<file path="src/rtl/light_mode_sequencer.sv">
// Bike light mode controller: OFF/ON/BLINK/STROBE stepping on button pulses,
// with beat-driven pattern phase and a restart pulse to beat32 on mode change.
module light_mode_sequencer #(
    parameter int BLINK_ON_BEATS = 16,
    parameter int STROBE_PERIOD  = 8,
    parameter int STROBE_ON      = 2
) (
    input  logic       clk,
    input  logic       reset,
    input  logic       beat,
    input  logic       next,
    input  logic       off,
    output logic       restart,
    output logic [1:0] mode,
    output logic [4:0] phase,
    output logic       light
);

    localparam logic [1:0] M_OFF    = 2'd0;
    localparam logic [1:0] M_ON     = 2'd1;
    localparam logic [1:0] M_BLINK  = 2'd2;
    localparam logic [1:0] M_STROBE = 2'd3;

    localparam logic [5:0] BLINK_LIM  = 6'(BLINK_ON_BEATS);
    localparam logic [5:0] STROBE_LIM = 6'(STROBE_ON);
    localparam logic [4:0] STROBE_MSK = 5'(STROBE_PERIOD - 1);

    logic [1:0] r_mode;
    logic [4:0] r_phase;
    logic       r_light;
    logic       r_restart;

    logic [1:0] w_mode_nxt;
    logic [4:0] w_phase_nxt;
    logic       w_change;
    logic       w_light_nxt;
    logic [4:0] w_strobe_pos;

    always_ff @(posedge clk or posedge reset) begin
        if (reset) begin
            r_mode    <= M_OFF;
            r_phase   <= 5'd0;
            r_light   <= 1'b0;
            r_restart <= 1'b0;
        end else begin
            r_mode    <= w_mode_nxt;
            r_phase   <= w_phase_nxt;
            r_light   <= w_light_nxt;
            r_restart <= w_change;
        end
    end

    // off outranks next; a mode change always zeroes phase and drops the beat
    always_comb begin
        w_mode_nxt  = r_mode;
        w_phase_nxt = r_phase;
        if (off) begin
            w_mode_nxt = M_OFF;
        end else if (next) begin
            w_mode_nxt = r_mode + 2'd1;
        end
        w_change = (w_mode_nxt != r_mode);
        if (w_change) begin
            w_phase_nxt = 5'd0;
        end else if (r_mode == M_OFF || r_mode == M_ON) begin
            w_phase_nxt = 5'd0;
        end else if (beat) begin
            w_phase_nxt = r_phase + 5'd1;
        end
    end

    // Light is derived from next-state so it lines up with mode/phase
    always_comb begin
        w_light_nxt  = 1'b0;
        w_strobe_pos = w_phase_nxt & STROBE_MSK;
        case (w_mode_nxt)
            M_OFF:    w_light_nxt = 1'b0;
            M_ON:     w_light_nxt = 1'b1;
            M_BLINK:  w_light_nxt = ({1'b0, w_phase_nxt} < BLINK_LIM);
            M_STROBE: w_light_nxt = ({1'b0, w_strobe_pos} < STROBE_LIM);
            default:  w_light_nxt = 1'b0;
        endcase
    end

    assign restart = r_restart;
    assign mode    = r_mode;
    assign phase   = r_phase;
    assign light   = r_light;

endmodule
</file>
<file path="config.mk">
export PLATFORM = sky130hd
export DESIGN_NAME = light_mode_sequencer
export DESIGN_NICKNAME = d
export VERILOG_FILES = /design/src/rtl/light_mode_sequencer.sv
export SDC_FILE = /design/constraint.sdc
export NUM_CORES = 1
export LEC_CHECK = 0
export ABC_AREA = 1
export BUFFER_PORTS_ARGS = -buffer_cell sky130_fd_sc_hd__buf_2
export CORE_AREA = 2 2 39 41
export CTS_CLUSTER_SIZE = 28
export DETAILED_ROUTE_END_ITERATION = 16
export DIE_AREA = 0 0 41 43
export PLACE_DENSITY = 0.61
export SKIP_CTS_REPAIR_TIMING = 1
export SLEW_MARGIN = 5
export SYNTH_ARGS = -nofsm -noshare
export SYNTH_HDL_FRONTEND = slang
export SYNTH_SLANG_ARGS = --single-unit
</file>
<file path="constraint.sdc">
create_clock -name clk -period 1.5 [get_ports clk]
set_input_delay 0.225 -clock clk [delete_from_list [all_inputs] [get_ports clk]]
set_output_delay 0.225 -clock clk [all_outputs]
set_load 0.005 [all_outputs]
</file>
==> results_dict.tcl <==
set metrics [dict create \
    finalHoldViolCount 0 \
    grt_use_total_pct 13.1 \
    powerDensity_mw_per_mm2 840 \
    netlist_area_um2 497 \
    synth_flop_cell "dfrtp_1" \
    firstDrtPassIters 2 \
    antenna_left 0 \
    slowest_delay_ns 0.38 \
    cts_buffers 3 \
    p_leak_nw 0.403 \
    ys_seq_elements 9 \
    h-tree-depth 1 \
    max-cap-violations 0 \
    total_power_w 0.000548 \
    crit_chain "inv_1 -> ha_1 -> nor2_1 -> inv_1 -> buf_4 -> nor2_1 -> nand2_1 -> nand3_1 -> nand3_1" \
    cts_tree "done" \
    root_buffer "clkbuf_4" \
    rows 14 \
    wire_per_inst_um 8.86 \
    synth_edf_count 0 \
    setup_violations 0 \
    diodes 0 \
    layout.nets 97 \
    place_area_um2 612 \
    syn_inst 66 \
    crit_required_ns 1.64 \
    cts_sinks 9 \
    synthTopCellsByArea "dfrtp_1, inv_1, nand2_1" \
    core_mm2 0.00138 \
    die-area_mm2 0.00176 \
    synthesis.nets 74 \
    layout-drive-gt1-share_pct 25.0 \
    grt_pass1_vias 389 \
    relSlewSlack_pct 76.6 \
    fillCellCount 156 \
    slew_viol_final 0 \
    area_growth_pct 31.2 \
    clk_pin_slew_worst_paths_ns 0.06 \
    end_kind "flip-flop" \
    portBuffers 13 \
    ys_warn_count 0 \
    async_reset_ff_share_pct 100 \
    dieHeight_um 43 \
    drc 0 \
    cp_max_fo 3 \
    initial_core_util_pct 35.9 \
    path_buf_inv 3 \
    cts_max_path_buffers 2 \
    grt.overflow.total 0 \
    stdcell_area_um2 652 \
    cpMaxStageDelayCell "dfrtp_1" \
    io_pins 14 \
    crit_path_start_kind "flip-flop" \
    max_freq_ghz 0.710 \
    yosysMostFrequentCell "inv_1" \
    synth_top_area_share_pct 45.3 \
    syn_area_per_cell_um2 7.53 \
    yosysTopAreaCell "dfrtp_1" \
    clk_latency_ns 0.26 \
    ys_seq_area_share_pct 45.3 \
    grt_pass1_wl_um 1520 \
    drt_iter0_drc 5 \
    path_class "reg -> reg" \
    drt-total-wl_um 921 \
    rsz0062_at_grt "no" \
    viasPerCell 4.32 \
    irDropWorstVdd_uv 349 \
    ff_latch_area_um2 225 \
    whs_ns 0.286 \
    tightest_slew_ns 0.350 \
    grt_antenna_before_repair 0 \
    outcome "completed" \
    synthDistinctLibCells 12 \
    finClkSkew_ns 0.00534 \
    min-delay-path-class "in -> reg" \
    fp.dieW_um 41 \
    tns_ns 0 \
    fin_crit_sh_pct 93.9 \
    cp_top_family "simple AND/OR/NAND/NOR gates" \
    grt_start_max_net_pins 10 \
    vias 449 \
    multi_input_area_um2 211 \
    place_congestion 0.791 \
    worstPathArrival_ns 1.55 \
    netlist_top_cells_count "inv_1, nand2_1, dfrtp_1" \
    dpl.hpwl_um 763 \
    period_minus_slack_ns 1.41 \
]
==> per-stage QoR <==
stage,worst slack [ns],utilization (%),std cells
2_1_floorplan,0.179,-,66
3_3_place_gp,0.145,44.2,99
3_5_place_dp,0.103,44.2,99
4_1_cts,0.0878,46.1,103
5_1_grt,0.000338,47.1,104
6_report,0.0911,47.1,104
==> path summary, 6_finish.rpt <==
check,start,end,slack [ns],cells after the start
hold / removal,off,mode[0]$_DFF_PP0_,0.29,4
setup reg to reg,mode[0]$_DFF_PP0_,light$_DFF_PP0_,0.09,9
hold reg to reg,phase[3]$_DFFE_PP0P_,phase[3]$_DFFE_PP0P_,0.56,3
min in group asynchronous,reset,mode[1]$_DFF_PP0_,0.47,3
setup / recovery,mode[0]$_DFF_PP0_,light$_DFF_PP0_,0.09,9
max in group asynchronous,reset,phase[1]$_DFF_PP0_,0.77,3
==> layer usage <==
| layer | vias to the layer above | wire length (um) | global-route usage (%) |
|---|---|---|---|
| met5 | - | 0 | 0 |
| met4 | 0 | 12 | 6.00 |
| met3 | 2 | 33 | 4.71 |
| met2 | 9 | 506 | 21.3 |
| met1 | 196 | 369 | 14.4 |
| li1 | 242 | - | - |
==> registers in the layout, summed over array words and instances (netlist names) <==
name and flops:
light 1, mode 2, phase 5, restart 1
==> logic make-up after synthesis <==
| kind of cell | count (synthesis) | share of synthesized area [%] |
|---|---|---|
| xor+xnor | 1 | 1.76 |
| flops | 9 | 45.3 |
| compound gates | 4 | 4.53 |
| fa+ha+maj | 3 | 7.56 |
| simple gates | 32 | 28.0 |
| buf+inv | 17 | 12.8 |
==> cells in the final DEF (no fill, tap or decap) <==
cell type and n:
a21oi_2 1, buf_2 13, buf_4 4, clkbuf_1 1
clkbuf_4 3, dfrtp_1 9, dlygate4sd3_1 1, ha_1 3
inv_1 17, nand2_1 16, nand3_1 7, nor2_1 7
nor3_2 1, nor3b_1 1, o21ai_0 2, o21bai_1 1
xor2_1 1
==> power breakdown <==
group	leakage [nW]	switching, W	internal [W]
Combinational	0.269	0.0000530	0.0000462
Sequential	0.119	0.00000669	0.000256
Clock	0.0150	0.0000836	0.000102
==> worst min-delay path, delay by kind of cell <==
family / cells / cell delay, ns
buffers and inverters: 2 / 0.16
AND/OR/NAND/NOR: 2 / 0.11
==> final cells by class <==
class,count,share of cell area (%)
Multi-Input combinational cell,40,32.4
Sequential cell,9,34.5
Timing Repair Buffer,18,16.1
Clock buffer,4,4.03
Tap cell,16,3.07
Inverter,17,9.79
Power figures use the tool's default switching activity.
